<file path="src/rtl/spi_pkg.sv">
// spi_pkg: frame constants and controller state encoding shared by the SPI
// initiator (spi_master_ctrl) and the SPI peripheral that decodes its frames.
//
// A frame is ADDR (MSB first), one R/W bit, then DATA (MSB first).
package spi_pkg;

  localparam int SPI_ADDR_W  = 7;
  localparam int SPI_DATA_W  = 8;
  localparam int SPI_FRAME_W = 16;

  localparam logic SPI_RW_READ  = 1'b1;
  localparam logic SPI_RW_WRITE = 1'b0;

  typedef enum logic [2:0] {
    ST_IDLE  = 3'd0,
    ST_SETUP = 3'd1,
    ST_SHIFT = 3'd2,
    ST_HOLD  = 3'd3,
    ST_GAP   = 3'd4
  } spi_state_e;

endpackage

</file>
<file path="src/rtl/spi_sclk_gen.sv">
// spi_sclk_gen: half-period divider and serial-clock register for the SPI
// initiator.
//
// Ports:
//   i_clk, i_rst_n  system clock, asynchronous active-low reset
//   i_en            divider runs while high; held at zero otherwise
//   i_clear         restart the half-period count (FSM state change)
//   i_toggle        sclk may toggle; sclk is forced low while this is low
//   o_tick          last cycle of a half-period (acts on the coming edge)
//   o_pre_tick      one cycle before o_tick would fire
//   o_rise/o_fall   sclk rises / falls on the coming clk edge
//   o_sclk          registered serial clock, idle low
module spi_sclk_gen #(
  parameter int CLK_DIV = 4
) (
  input  logic i_clk,
  input  logic i_rst_n,
  input  logic i_en,
  input  logic i_clear,
  input  logic i_toggle,
  output logic o_tick,
  output logic o_pre_tick,
  output logic o_rise,
  output logic o_fall,
  output logic o_sclk
);

  localparam int CNT_W = (CLK_DIV > 1) ? $clog2(CLK_DIV) : 1;
  localparam logic [CNT_W-1:0] CNT_LAST = CNT_W'(CLK_DIV - 1);
  localparam logic [CNT_W-1:0] CNT_PRE  = CNT_W'(CLK_DIV - 2);

  logic [CNT_W-1:0] r_cnt;
  logic             r_sclk;

  assign o_tick     = i_en && (r_cnt == CNT_LAST);
  assign o_pre_tick = i_en && (r_cnt == CNT_PRE);
  assign o_rise     = o_tick && i_toggle && !r_sclk;
  assign o_fall     = o_tick && i_toggle && r_sclk;
  assign o_sclk     = r_sclk;

  // The count never passes CNT_LAST: it returns to zero on every tick.
  always_ff @(posedge i_clk or negedge i_rst_n) begin
    if (!i_rst_n) begin
      r_cnt <= '0;
    end else if (!i_en || i_clear || o_tick) begin
      r_cnt <= '0;
    end else begin
      r_cnt <= r_cnt + 1'b1;
    end
  end

  always_ff @(posedge i_clk or negedge i_rst_n) begin
    if (!i_rst_n) begin
      r_sclk <= 1'b0;
    end else if (!i_toggle) begin
      r_sclk <= 1'b0;
    end else if (o_tick) begin
      r_sclk <= !r_sclk;
    end
  end

endmodule

</file>
<file path="src/rtl/spi_master_ctrl.sv">
// spi_master_ctrl: SPI mode-0 initiator. Each accepted request produces one
// frame {addr, rw, data}, all MSB first, with cs low around 16 sclk pulses.
// Read frames send zeros in the data field and return the captured miso
// byte on rdata.
//
// Ports:
//   clk, reset_n         system clock, asynchronous active-low reset
//   start, rw, addr,     request; sampled together when the controller is
//   wdata                idle (busy low as seen by that edge)
//   busy                 request in progress
//   done                 one-cycle pulse when cs returns high
//   rdata                last read byte, valid from done onward
//   cs, sclk, mosi       SPI pins (registered)
//   miso                 SPI data from the peripheral
module spi_master_ctrl
  import spi_pkg::*;
#(
  parameter int CLK_DIV = 4,
  parameter int ADDR_W  = SPI_ADDR_W,
  parameter int DATA_W  = SPI_DATA_W
) (
  input  logic              clk,
  input  logic              reset_n,
  input  logic              start,
  input  logic              rw,
  input  logic [ADDR_W-1:0] addr,
  input  logic [DATA_W-1:0] wdata,
  output logic              busy,
  output logic              done,
  output logic [DATA_W-1:0] rdata,
  output logic              cs,
  output logic              sclk,
  output logic              mosi,
  input  logic              miso
);

  localparam int FRAME_W = ADDR_W + 1 + DATA_W;
  localparam int BIT_W   = $clog2(FRAME_W) + 1;
  localparam logic [BIT_W-1:0] LAST_BIT = BIT_W'(FRAME_W - 1);
  localparam logic [BIT_W-1:0] FIRST_RX = BIT_W'(ADDR_W + 1);

  if (CLK_DIV < 2) begin : g_bad_clk_div
    $error("spi_master_ctrl: CLK_DIV must be 2 or more");
  end

  spi_state_e r_state, w_state;

  // The frame MSB goes straight to mosi at acceptance, so the shift
  // register only holds the bits still to be sent.
  logic [FRAME_W-2:0] r_tx,  w_tx;
  logic [DATA_W-1:0]  r_rx,  w_rx;
  logic [DATA_W-1:0]  r_rdata, w_rdata;
  logic [BIT_W-1:0]   r_bit, w_bit;
  logic               r_rw,  w_rw;
  logic               r_busy, w_busy;
  logic               r_done, w_done;
  logic               r_cs,  w_cs;
  logic               r_mosi, w_mosi;

  logic w_en, w_clear, w_toggle;
  logic w_tick, w_pre_tick, w_rise, w_fall, w_sclk;

  assign w_en     = (r_state != ST_IDLE);
  assign w_toggle = (r_state == ST_SETUP) || (r_state == ST_SHIFT);
  assign w_clear  = (w_state != r_state);

  spi_sclk_gen #(
    .CLK_DIV (CLK_DIV)
  ) u_sclk_gen (
    .i_clk      (clk),
    .i_rst_n    (reset_n),
    .i_en       (w_en),
    .i_clear    (w_clear),
    .i_toggle   (w_toggle),
    .o_tick     (w_tick),
    .o_pre_tick (w_pre_tick),
    .o_rise     (w_rise),
    .o_fall     (w_fall),
    .o_sclk     (w_sclk)
  );

  always_comb begin
    w_state = r_state;
    w_tx    = r_tx;
    w_rx    = r_rx;
    w_rdata = r_rdata;
    w_bit   = r_bit;
    w_rw    = r_rw;
    w_busy  = r_busy;
    w_done  = 1'b0;
    w_cs    = r_cs;
    w_mosi  = r_mosi;

    unique case (r_state)
      ST_IDLE: begin
        if (start) begin
          w_tx    = {addr[ADDR_W-2:0], rw,
                     (rw == SPI_RW_READ) ? {DATA_W{1'b0}} : wdata};
          w_rw    = rw;
          w_busy  = 1'b1;
          w_cs    = 1'b0;
          w_mosi  = addr[ADDR_W-1];
          w_bit   = '0;
          w_state = ST_SETUP;
        end
      end

      // First sclk rise (bit 0) happens on the tick that leaves SETUP.
      ST_SETUP: begin
        if (w_tick) begin
          w_state = ST_SHIFT;
        end
      end

      ST_SHIFT: begin
        if (w_rise && (r_bit >= FIRST_RX)) begin
          w_rx = {r_rx[DATA_W-2:0], miso};
        end
        if (w_fall) begin
          if (r_bit == LAST_BIT) begin
            // Last bit stays on mosi through HOLD.
            w_bit   = '0;
            w_state = ST_HOLD;
          end else begin
            w_bit  = r_bit + 1'b1;
            w_mosi = r_tx[FRAME_W-2];
            w_tx   = {r_tx[FRAME_W-3:0], 1'b0};
          end
        end
      end

      ST_HOLD: begin
        if (w_tick) begin
          w_cs    = 1'b1;
          w_mosi  = 1'b0;
          w_done  = 1'b1;
          if (r_rw == SPI_RW_READ) begin
            w_rdata = r_rx;
          end
          w_state = ST_GAP;
        end
      end

      // Leave one cycle early so busy is already low on the edge that
      // completes the H-cycle gap; a waiting start is taken on that edge,
      // giving exactly H cycles of cs high between frames.
      ST_GAP: begin
        if (w_pre_tick) begin
          w_busy  = 1'b0;
          w_state = ST_IDLE;
        end
      end

      default: begin
        w_state = ST_IDLE;
      end
    endcase
  end

  always_ff @(posedge clk or negedge reset_n) begin
    if (!reset_n) begin
      r_state <= ST_IDLE;
    end else begin
      r_state <= w_state;
    end
  end

  always_ff @(posedge clk or negedge reset_n) begin
    if (!reset_n) begin
      r_tx    <= '0;
      r_rx    <= '0;
      r_rdata <= '0;
      r_bit   <= '0;
      r_rw    <= 1'b0;
      r_busy  <= 1'b0;
      r_done  <= 1'b0;
      r_cs    <= 1'b1;
      r_mosi  <= 1'b0;
    end else begin
      r_tx    <= w_tx;
      r_rx    <= w_rx;
      r_rdata <= w_rdata;
      r_bit   <= w_bit;
      r_rw    <= w_rw;
      r_busy  <= w_busy;
      r_done  <= w_done;
      r_cs    <= w_cs;
      r_mosi  <= w_mosi;
    end
  end

  assign busy  = r_busy;
  assign done  = r_done;
  assign rdata = r_rdata;
  assign cs    = r_cs;
  assign sclk  = w_sclk;
  assign mosi  = r_mosi;

endmodule
</file>
<file path="config.mk">
export PLATFORM = sky130hd
export DESIGN_NAME = spi_master_ctrl
export DESIGN_NICKNAME = d
export VERILOG_FILES = /design/src/rtl/spi_pkg.sv /design/src/rtl/spi_sclk_gen.sv /design/src/rtl/spi_master_ctrl.sv
export SDC_FILE = /design/constraint.sdc
export NUM_CORES = 1
export LEC_CHECK = 0
export ABC_AREA = 1
export BUFFER_PORTS_ARGS = -buffer_cell sky130_fd_sc_hd__buf_2
export CAP_MARGIN = 20
export CORE_MARGIN = 3
export CORE_UTILIZATION = 50
export CTS_BUF_LIST = sky130_fd_sc_hd__clkbuf_4 sky130_fd_sc_hd__clkbuf_8
export DETAILED_ROUTE_END_ITERATION = 10
export PLACE_DENSITY = 0.71
export SLEW_MARGIN = 20
export SYNTH_ARGS = -nofsm -noshare
export SYNTH_HDL_FRONTEND = slang
export SYNTH_HIERARCHICAL = 1
export SYNTH_SLANG_ARGS = --single-unit
</file>
<file path="constraint.sdc">
create_clock -name clk -period 2.4 [get_ports clk]
set_input_delay 0 -clock clk [delete_from_list [all_inputs] [get_ports clk]]
set_output_delay 0 -clock clk [all_outputs]
set_load 0.005 [all_outputs]
</file>
# After elaboration in Yosys (flattened, before gate mapping)
# Index checks and enable logic that the tools add are counted.
# word_totals
register_bits	47
latchBits	0
ram_bits	0
romBits	0
in_bits	20
out_inout_bits	13
word_cells	86
mem_count	0
# classes
addsub	2
n_mul	0
n_div	0
magnitude_cmp	1
eq_ne	14
shifts	0
n_mux	32
bitwise_logic	0
n_reduce_logical	25
# op_table
op	count
$mux W15	3
$pmux W15 S2	1
$mux W3	6
$mux W5	3
$pmux W3 S5	1
$mux W1	12
$reduce_and A3 Y1	4
$pmux W5 S2	1
$mux W8	1
$eq A3 B2 Y1 const B	2
$logic_and A1 B1 Y1	6
$ne A2 B1 Y1 const B	3
$ne A2 B2 Y1 const B	3
$reduce_bool A2 Y1	3
$reduce_bool A3 Y1	2
$add A5 B1 Y5 const B	1
$eq A5 B4 Y1 const B	1
$ge A5 B4 Y1 const B	1
$reduce_and A5 Y1	1
$eq A2 B2 Y1 const B	2
$pmux W1 S2	2
$reduce_and A2 Y1	2
$reduce_and A4 Y1	1
$eq A3 B1 Y1 const B	1
other kinds (8)	11

# Logic depth before layout (Yosys ltp)
# Gate-level depths: netlist (run 1).
# depth
word_depth	10
ltp_mapped	15

# Hierarchy
# Netlist (run 1), hierarchy kept.
# by_module_without_submodules
module	n_inst	cells_per_inst	area_per_inst_um2
spi_master_ctrl	1	270	2167.1
spi_sclk_gen	1	23	182.7

# Worst setup path before layout (run 1)
# No wires, ideal clock.
# synth_path
kind	reg2reg
from	register r_state[0]
to	register u_sclk_gen.r_cnt[0]
setup_time_ns	0.118
arrival_ns	2.029
t_required_ns	2.282
path_slack_ns	0.253
path_stages_with_launch	15
synth_period_minus_slack_ns	2.147
path_cell_list	dfrtp_1 -> nor2_4 -> nand2_2 -> buf_6 -> buf_2 -> o21ai_1 -> nand2_1 -> nor2_1 -> clkinv_1 -> o21ai_4 -> nand2_1 -> nand3_1 -> inv_1 -> nand3_1 -> nor2_1
# synth_via
elab_chain_len	10
# synth_rtl
item	line	rtl
from (decl)	spi_master_ctrl.sv:46	spi_state_e r_state, w_state;
from (signal assigned)	spi_master_ctrl.sv:164	r_state <= w_state;
$eq A3 B1 Y1 or $eq A3 B2 Y1 (tied branches)	spi_master_ctrl.sv:64	assign w_toggle = (r_state == ST_SETUP) || (r_state == ST_SHIFT);
$logic_or A1 B1 Y1 (*)	spi_master_ctrl.sv:64	
net w_toggle	spi_master_ctrl.sv:60	logic w_en, w_clear, w_toggle;
$logic_and A1 B1 Y1 (*) (2 in series)	spi_sclk_gen.sv:38	assign o_fall = o_tick && i_toggle && r_sclk;
net w_fall	spi_master_ctrl.sv:61	logic w_tick, w_pre_tick, w_rise, w_fall, w_sclk;
$mux W3 (*)	spi_master_ctrl.sv:119	if (w_fall) begin
$pmux W3 S5 (*)	spi_master_ctrl.sv:94	unique case (r_state)
$ne A3 B3 Y1 (*)	spi_master_ctrl.sv:65	assign w_clear = (w_state != r_state);
net w_clear	spi_master_ctrl.sv:60	
$logic_or A1 B1 Y1 (*) (2 in series)	spi_sclk_gen.sv:45	end else if (!i_en || i_clear || o_tick) begin
$mux W2 (*)	spi_sclk_gen.sv:45	
to (signal assigned)	spi_sclk_gen.sv:48	r_cnt <= r_cnt + 1'b1;
to (decl)	spi_sclk_gen.sv:32	logic [CNT_W-1:0] r_cnt;
# Mark *: on every way through the listed nets, which the timed path passes. The rest lies on a longest branch.
# A chain may end at the register's enable or synchronous reset.

# Worst setup path in the final report (run 1)
# layout_path
from	register r_state[2]
to	register u_sclk_gen.r_cnt[1]
# The elaborated chain is that of the path after synthesis.

==> out/results.txt, run 1 <==
I/O Pins -> 33
Num CTS Buffers -> 5
CP peak stage delay -> 0.44 ns
area of the mapped netlist -> 0.00235 mm2
First-pass DRT Iterations -> 4
Layout Area Growth over Synthesis -> 14.3%
fillers -> 418
Distinct cells, synth -> 26
Post-Syn Nets -> 317
CP Class -> reg -> reg
critical path's slowest cell -> dfrtp_1
Req. time, crit path -> 2.59 ns
# Max-Cap Violations -> 0
routability cong. -> 0.772
RSZ-0062 raised after global routing -> false
Worst-path clk slew -> 0.08 ns
DR vias/cell -> 4.87
hold_ws -> 0.0131 ns
routed wire length per instance -> 11.4 um
Syn Inst Count -> 293
Synth area leader -> dfrtp_1
status -> completed
Pwr Density -> 510 mW/mm2
CTS sink count -> 47
core area -> 0.00444 mm2
H-tree Lvls -> 2
routed vias -> 1876
largest net degree at the start of global routing -> 48
Seq cells post-synth -> 47
endpoints failing hold -> 0
antenna cells -> 0
Tmin final -> 2.08 ns
multi-input logic area -> 987 um2
layout cells sized above 1 -> 19.2%
post-detail-place hpwl -> 2950 um
CTS root buffer -> clkbuf_8
CTS max path bufs -> 2
# rows -> 24
Slew @ Worst Pin -> 0.621 ns
# hold bufs at CTS -> 5
warnings from Yosys -> 6
Synth area leaders -> dfrtp_1 (49%), nand2_1 (20%), nand3_1 (4.3%)
grt total ovfl -> 0
post-CTS sizing -> 0
Chip Height -> 74.6 um
drt drc -> 0
Worst-Skew Late Latency -> 0.29 ns
CP Max Fanout -> 8
post-layout power -> 0.00137 W
first-pass GRT wire length -> 7800 um
Worst Setup Start Kind -> flop
placed cell areas -> 0.00253 mm2
port bufs -> 32
total wire length -> 4370 um
Worst Path Arrival -> 2.27 ns
Buffers & Inverters on Critical Path -> 3
VDD IR max -> 319 uV
Setup Skew -> 0.00582 ns
Hold WC Path Type -> in -> reg
top cell type's share of synthesized area -> 49.0%
final-stage net count -> 356
Rel. slew slack -> 58.5%
register-to-register setup slack -> 0.32 ns
CTS tree -> yes
Post-CTS Repair Setup Buffers -> 0
die outline area -> 0.00556 mm2
Leak -> 1.46 nW
fin area -> 0.00269 mm2
final setup TNS -> 0 ns
initial antenna violation count -> 0
fin crit share -> 86.7%
Die X -> 74.6 um
Slew Limit Fails -> 0
GRT Total Usage -> 18.1%
Starting Density -> 52.9%
family with the most delay on the worst path -> simple AND/OR/NAND/NOR gates
vias in the first global route -> 1797
max frequency -> 481 MHz
first-iteration detailed-routing DRC count -> 69
register area -> 0.00118 mm2
critical-path cell list -> inv_1 > nand2_2 > o21ai_1 > nand2_1 > nor2_1 > clkinv_1 > o21ai_4 > nand2_1 > nand3_1 > inv_1 > nand3_1 > nor2_1
Syn Area/Cell -> 8.02 um2
Setup Viol. Count Final -> 0
sequential area share after synthesis -> 50.1%
ANT nets after route -> 0
CP Capture Type -> flop
## placed cells by master (no fill, tap or decap)
master	synthesis	layout
a21oi_4	1	1
dfrtp_1	46	46
ha_1	4	4
clkbuf_8	0	7
nand2_1	128	128
nand2_2	7	7
buf_2	4	32
nand3_2	1	1
nand4_1	5	5
nand3_1	20	20
dlygate4sd3_1	0	5
o21bai_1	1	1
o21ai_4	1	1
o21ai_1	19	19
a31oi_1	1	1
o21ai_0	3	3
a21oi_1	1	1
buf_4	0	3
clkinv_1	2	2
nor2_8	1	1
clkbuf_4	0	1
dfstp_2	1	1
nor2_4	2	2
inv_1	25	25
inv_2	5	5
nor2_1	8	8
nor3_4	1	1
xnor2_1	1	1
o211ai_2	1	1
## tightest hold or removal path, stage by stage
cell and delay [ns]:
buf_2 0.07, nand2_1 0.04, nand2_1 0.06, nand2_1 0.05, nand2_1 0.06
## path summary, 6_finish.rpt
| check | end | cells after the start | start |
|---|---|---|---|
| worst min-delay path | r_tx[11]$_DFFE_PN0P_ | 5 | addr[2] |
| min in group asynchronous | busy$_DFFE_PN0P_ | 3 | reset_n |
| worst max register to register | u_sclk_gen/r_cnt[1]$_DFF_PN0_ | 12 | r_state[2]$_DFF_PN0_ |
| worst max-delay path | u_sclk_gen/r_cnt[1]$_DFF_PN0_ | 12 | r_state[2]$_DFF_PN0_ |
| max in group asynchronous | rdata[1]$_DFFE_PN0P_ | 3 | reset_n |
| worst min register to register | u_sclk_gen/r_cnt[0]$_DFF_PN0_ | 1 | u_sclk_gen/r_cnt[0]$_DFF_PN0_ |
## flip-flops by register name (all words and copies together), names as in the netlist
register and count:
r_bit 5, r_state 3, u_sclk_gen/o_sclk 1, cs 1
done 1, u_sclk_gen/r_cnt 2, r_rx 8, r_rw 1
mosi 1, rdata 8, busy 1, r_tx 15
## area by class of cell
| cell class | instances | area share [%] |
|---|---|---|
| Sequential cell | 47 | 43.8 |
| Multi-Input combinational cell | 206 | 36.7 |
| Inverter | 32 | 4.47 |
| Timing Repair Buffer | 40 | 8.66 |
| Tap cell | 52 | 2.42 |
| Clock buffer | 8 | 3.87 |
## cells by family (layout without fill, tap and decap cells)
kind of cell	count (synthesis)	in the layout	share of synthesized area [%]
XOR/XNOR	1	1	0.373
AND/OR/NAND/NOR	173	173	32.1
adder cells (fa/ha/maj)	4	4	2.13
flip-flops	47	47	50.1
buffers and inverters	40	80	7.88
AO/OA/AOI/OAI	28	28	7.40
## synthesized netlist by cell type
cell type / n
a31oi_1: 1
dfstp_2: 1
inv_1: 25
dfrtp_1: 46
o21ai_1: 19
o21bai_1: 1
o21ai_0: 3
nand3_2: 1
nor3_4: 1
clkinv_1: 2
inv_2: 5
ha_1: 4
a21oi_4: 1
nand4_1: 5
buf_2: 4
nand2_1: 128
nor2_1: 8
nand2_2: 7
nand3_1: 20
xnor2_1: 1
buf_6: 4
o21ai_4: 1
nor2_8: 1
nor2_4: 2
o211ai_2: 1
a21oi_1: 1
## per-layer routing
layer	up-vias	share of wire [%]	global-route usage (%)
met5	-	0	0
met4	0	1.1	5.34
met3	7	3.9	4.46
met2	29	46	30.1
met1	855	49	23.5
li1	985	-	-
## power breakdown
group          switching, W  leakage (nW)  internal, W
Sequential       0.00000216         0.559     0.000795
Combinational     0.0000267         0.849    0.0000201
Clock              0.000250        0.0549     0.000274
## per-stage QoR
step,cells,util [%],worst slack (ns)
after floorplan,293,-,0.253
after global placement,372,57.0,0.402
after detailed placement,372,57.0,0.335
after CTS,385,60.4,0.304
after global routing,385,60.4,0.0499
final,385,60.4,0.320
Note: power is estimated with default switching activity, not from simulation.
==> inputs of run 2 (changes only) <==
- BUFFER_PORTS_ARGS: -buffer_cell sky130_fd_sc_hd__buf_2 -> default
- CORE_UTILIZATION: 50 -> 55
- DONT_BUFFER_PORTS: default -> 1
- PLACE_DENSITY: 0.71 -> 0.7
==> out/results.txt, run 2 (synthesized netlist as in run 1, its figures left out) <==
drt drc -> 0
I/O Pins -> 33
Post-CTS Repair Setup Buffers -> 0
endpoints failing hold -> 0
routability cong. -> 0.751
# Max-Cap Violations -> 0
Worst Setup Start Kind -> flop
commonest cells after routing, fill and taps aside -> nand2_1 (128), dfrtp_1 (46), inv_1 (25)
port bufs -> 0
Chip Height -> 71.4 um
Slew @ Worst Pin -> 0.670 ns
Layout Area Growth over Synthesis -> 14.3%
routed wire length per instance -> 12.5 um
Req. time, crit path -> 2.64 ns
DR vias/cell -> 5.14
post-layout power -> 0.00145 W
Setup Skew -> 0.00858 ns
ANT nets after route -> 0
final-stage net count -> 337
Worst-path clk slew -> 0.09 ns
critical path's slowest cell -> dfrtp_1
RSZ-0062 raised after global routing -> false
GRT Total Usage -> 20.2%
Hold WC Path Type -> in -> reg
final setup TNS -> 0 ns
initial antenna violation count -> 0
Setup Viol. Count Final -> 0
hold_ws -> 0.0238 ns
vias in the first global route -> 1793
critical-path cell list -> inv_1 > nand2_2 > o21ai_1 > nand2_1 > nor2_1 > clkinv_1 > nor2_8 > nand2_2 > nand2_2 > nand2_1 > nand2_1
grt total ovfl -> 0
Worst Path Arrival -> 2.36 ns
Starting Density -> 57.9%
Tmin final -> 2.12 ns
# rows -> 23
first-iteration detailed-routing DRC count -> 132
Rel. slew slack -> 55.2%
die outline area -> 0.00509 mm2
antenna cells -> 0
largest net degree at the start of global routing -> 48
placed cells -> 337
CP peak stage delay -> 0.44 ns
fin crit share -> 88.4%
Leak -> 1.39 nW
H-tree Lvls -> 2
commonest non-fill, non-tap cell in the layout -> nand2_1
Slew Limit Fails -> 0
CTS max path bufs -> 2
First-pass DRT Iterations -> 4
routed vias -> 1870
Die X -> 71.4 um
max FFs per register -> 15
post-detail-place hpwl -> 2940 um
CP Max Fanout -> 14
max frequency -> 471 MHz
Worst-Skew Late Latency -> 0.30 ns
CTS root buffer -> clkbuf_8
core area -> 0.00406 mm2
Num CTS Buffers -> 5
non-filler cells, final -> 364
Pwr Density -> 538 mW/mm2
total wire length -> 4550 um
VDD IR max -> 494 uV
CTS tree -> yes
first-pass GRT wire length -> 8270 um
CTS sink count -> 47
CP Class -> reg -> reg
CP Capture Type -> flop
layout cells sized above 1 -> 10.2%
status -> completed
Biggest register -> r_tx
run 2: area by class of cell:
class / count / area (um2)
sequential: 47 / 1180
inverter: 32 / 120
multi-input combinational: 206 / 987
clock inverter: 3 / 47.5
fill: 352 / 1370
clock buffer: 5 / 68.8
timing repair buffer: 21 / 223
tap: 50 / 62.6
run 2: timing repair:
item	in CTS	in global routing
gates resized for setup	0	0
hold buffers	19	0
endpoints found under the hold margin	64	0
run 2: final timing paths:
kind,startpoint,to,slack (ns),cells past startpoint
setup / recovery,r_state[2]$_DFF_PN0_,r_tx[10]$_DFFE_PN0P_,0.28,11
min in group asynchronous,reset_n,u_sclk_gen/o_sclk$_DFFE_PN0P_,0.19,2
max in group asynchronous,reset_n,cs$_DFFE_PN1P_,1.94,2
hold / removal,rw,r_rw$_DFFE_PN0P_,0.02,2
hold reg to reg,u_sclk_gen/r_cnt[0]$_DFF_PN0_,u_sclk_gen/r_cnt[0]$_DFF_PN0_,0.47,1
setup reg to reg,r_state[2]$_DFF_PN0_,r_tx[10]$_DFFE_PN0P_,0.28,11
run 2: worst max-delay path, delay by kind of cell (launching register included):
family          cells  cell delay [ns]
compound gates      1             0.23
buf+inv             2             0.39
flops               1             0.44
simple gates        8             1.00
run 2: metal layers:
layer	vias to the layer above	GRT usage (%)	share of wire (%)
met1	854	27.9	46
li1	958	-	-
met5	-	0	0
met3	7	4.63	5.4
met4	0	6.89	1.2
met2	51	31.7	47
run 2: metrics by stage:
stage | utilization, % | instance area (um2) | worst slack (ns)
5_1_grt | 66.2 | 2690 | 0.120
4_1_cts | 66.2 | 2690 | 0.303
3_5_place_dp | 58.2 | 2360 | 0.325
2_1_floorplan | - | 2350 | 0.253
6_report | 66.2 | 2690 | 0.278
3_3_place_gp | 58.2 | 2360 | 0.387
run 2: where the power goes:
part,leakage (nW),internal (W),switching (W),total [W]
Sequential,0.559,0.000795,0.00000229,0.000798
Clock,0.0587,0.000316,0.000278,0.000593
Combinational,0.771,0.0000273,0.0000268,0.0000541
==> inputs of run 3 (changes only) <==
- REMOVE_ABC_BUFFERS: default -> 1
==> out/results.txt, run 3 (synthesized netlist as in run 1, its figures left out) <==
CTS tree -> yes
register area -> 0.00118 mm2
die outline area -> 0.00509 mm2
Seq pwr share -> 55.7%
Leak -> 1.39 nW
Starting Density -> 57.9%
core area -> 0.00406 mm2
CP Capture Type -> flop
fin area -> 0.00268 mm2
Post-CTS Repair Setup Buffers -> 0
post-detail-place hpwl -> 2980 um
endpoints failing hold -> 0
Clock power frac -> 40.5%
commonest cells after routing, fill and taps aside -> nand2_1 (128), dfrtp_1 (46), inv_1 (25)
final setup TNS -> 0 ns
VDD IR max -> 463 uV
Pint -> 0.00113 W
CTS root buffer -> clkbuf_8
layout cells sized above 1 -> 10.5%
largest net degree at the start of global routing -> 48
Die X -> 71.4 um
multi-input logic area -> 987 um2
drt drc -> 0
P_sw -> 0.000299 W
Worst Setup Start Kind -> flop
CP Class -> reg -> reg
Req. time, crit path -> 2.60 ns
R2R Path Start -> r_state[2]$_DFF_PN0_
# rows -> 23
total wire length -> 4590 um
Biggest register -> r_tx
Chip Height -> 71.4 um
Setup Skew -> 0.00803 ns
CTS sink count -> 47
hold_ws -> 0.0226 ns
worst setup margin -> 0.433 ns
# Max-Cap Violations -> 0
CP Max Fanout -> 8
WHS Endpoint -> r_rw$_DFFE_PN0P_
Slew Limit Fails -> 0
Worst Reg-to-Reg Cells -> 12
Layout Area Growth over Synthesis -> 14.2%
worst slack, placed -> 0.293 ns
max FFs per register -> 15
final core occ -> 66.1%
Setup Viol. Count Final -> 0
GRT Total Usage -> 20.5%
Comb power frac -> 3.8%
Worst Path Arrival -> 2.17 ns
Num CTS Buffers -> 5
Tmin final -> 1.97 ns
routed vias -> 1863
CTS max path bufs -> 2
Worst-Skew Late Latency -> 0.30 ns
status -> completed
I/O Pins -> 33
first-iteration detailed-routing DRC count -> 127
Rel. slew slack -> 57.3%
placed cell areas -> 0.00236 mm2
register-to-register setup slack -> 0.43 ns
routability cong. -> 0.807
GR peak layer -> met2
antenna cells -> 0
Pwr Density -> 534 mW/mm2
grt total ovfl -> 0
max frequency -> 508 MHz
Slew @ Worst Pin -> 0.639 ns
fillers -> 356
min-delay src -> rw
H-tree Lvls -> 2
First-pass DRT Iterations -> 4
r2r endpoint -> u_sclk_gen/r_cnt[0]$_DFF_PN0_
routed wire length per instance -> 12.6 um
RSZ-0062 raised after global routing -> false
met1 usage -> 25.8%
hold path cells -> 2
DR vias/cell -> 5.12
vias in the first global route -> 1910
port bufs -> 0
final-stage net count -> 337
met2 GRT Util -> 35.0%
Hold WC Path Type -> in -> reg
first-pass GRT wire length -> 8270 um
initial antenna violation count -> 0
met3 global-route usage -> 4.07%
Worst-path clk slew -> 0.09 ns
ANT nets after route -> 0
commonest non-fill, non-tap cell in the layout -> nand2_1
Sw Ratio -> 20.9%
fin crit share -> 81.9%
## run 3: what timing repair did
action	4_1_cts	5_1_grt
endpoints found under the setup margin	0	2
hold buffers	19	0
resized for setup	0	1
hold endpoints to repair	64	0
## run 3: final cells by class
cell class              count  share of cell area, %
inverters                  32                   4.48
flip-flops and latches     47                   43.9
repair buffers             21                   8.30
multi-input cells         206                   36.8
clock buffers               5                   2.57
well taps                  50                   2.33
clock inverters             3                   1.63
## run 3: how the worst max path moves through the flow
stage,slack (ns),to,cells after the start,start
6_report,0.43,u_sclk_gen/r_cnt[0]$_DFF_PN0_,12,r_state[2]$_DFF_PN0_
5_1_grt,0.16,u_sclk_gen/r_cnt[0]$_DFF_PN0_,13,r_state[2]$_DFF_PN0_
4_1_cts,0.27,r_tx[7]$_DFFE_PN0P_,11,r_state[2]$_DFF_PN0_
3_5_place_dp,0.29,u_sclk_gen/r_cnt[0]$_DFF_PN0_,12,r_state[2]$_DFF_PN0_
3_3_place_gp,0.38,u_sclk_gen/r_cnt[0]$_DFF_PN0_,12,r_state[2]$_DFF_PN0_
2_1_floorplan,0.31,u_sclk_gen/r_cnt[0]$_DFF_PN0_,12,r_state[0]$_DFF_PN0_
## run 3: routing by layer
metal	wire (um)	up-vias	share of wire, %
li1	-	952	-
met1	2100	877	46
met2	2290	29	50
met3	152	5	3.3
met4	47	0	1.0
met5	0	-	0
## run 3: metrics by stage
step | total power [W] | instances
after floorplan | 0.000821 | 285
after global placement | 0.000823 | 337
after detailed placement | 0.000824 | 337
after CTS | 0.00146 | 364
after global routing | 0.00148 | 364
final | 0.00143 | 364
## run 3: worst max-delay path, stage by stage (launching register included)
cell and delay [ns]:
dfrtp_1 0.44, inv_1 0.18, nand2_2 0.11, o21ai_1 0.21, nand2_1 0.07, nor2_1 0.16
inv_2 0.11, o21ai_4 0.25, nand2_1 0.08, nand3_1 0.08, inv_1 0.04, nand3_1 0.08
nor2_1 0.04
## run 3: power groups by stage
stage | Combinational (W) | Sequential, W | Clock [W]
2_1_floorplan | 0.00000805 | 0.000813 | 0
3_3_place_gp | 0.00000983 | 0.000813 | 0
3_5_place_dp | 0.0000103 | 0.000813 | 0
4_1_cts | 0.0000561 | 0.000798 | 0.000602
5_1_grt | 0.0000603 | 0.000798 | 0.000625
6_report | 0.0000541 | 0.000798 | 0.000580
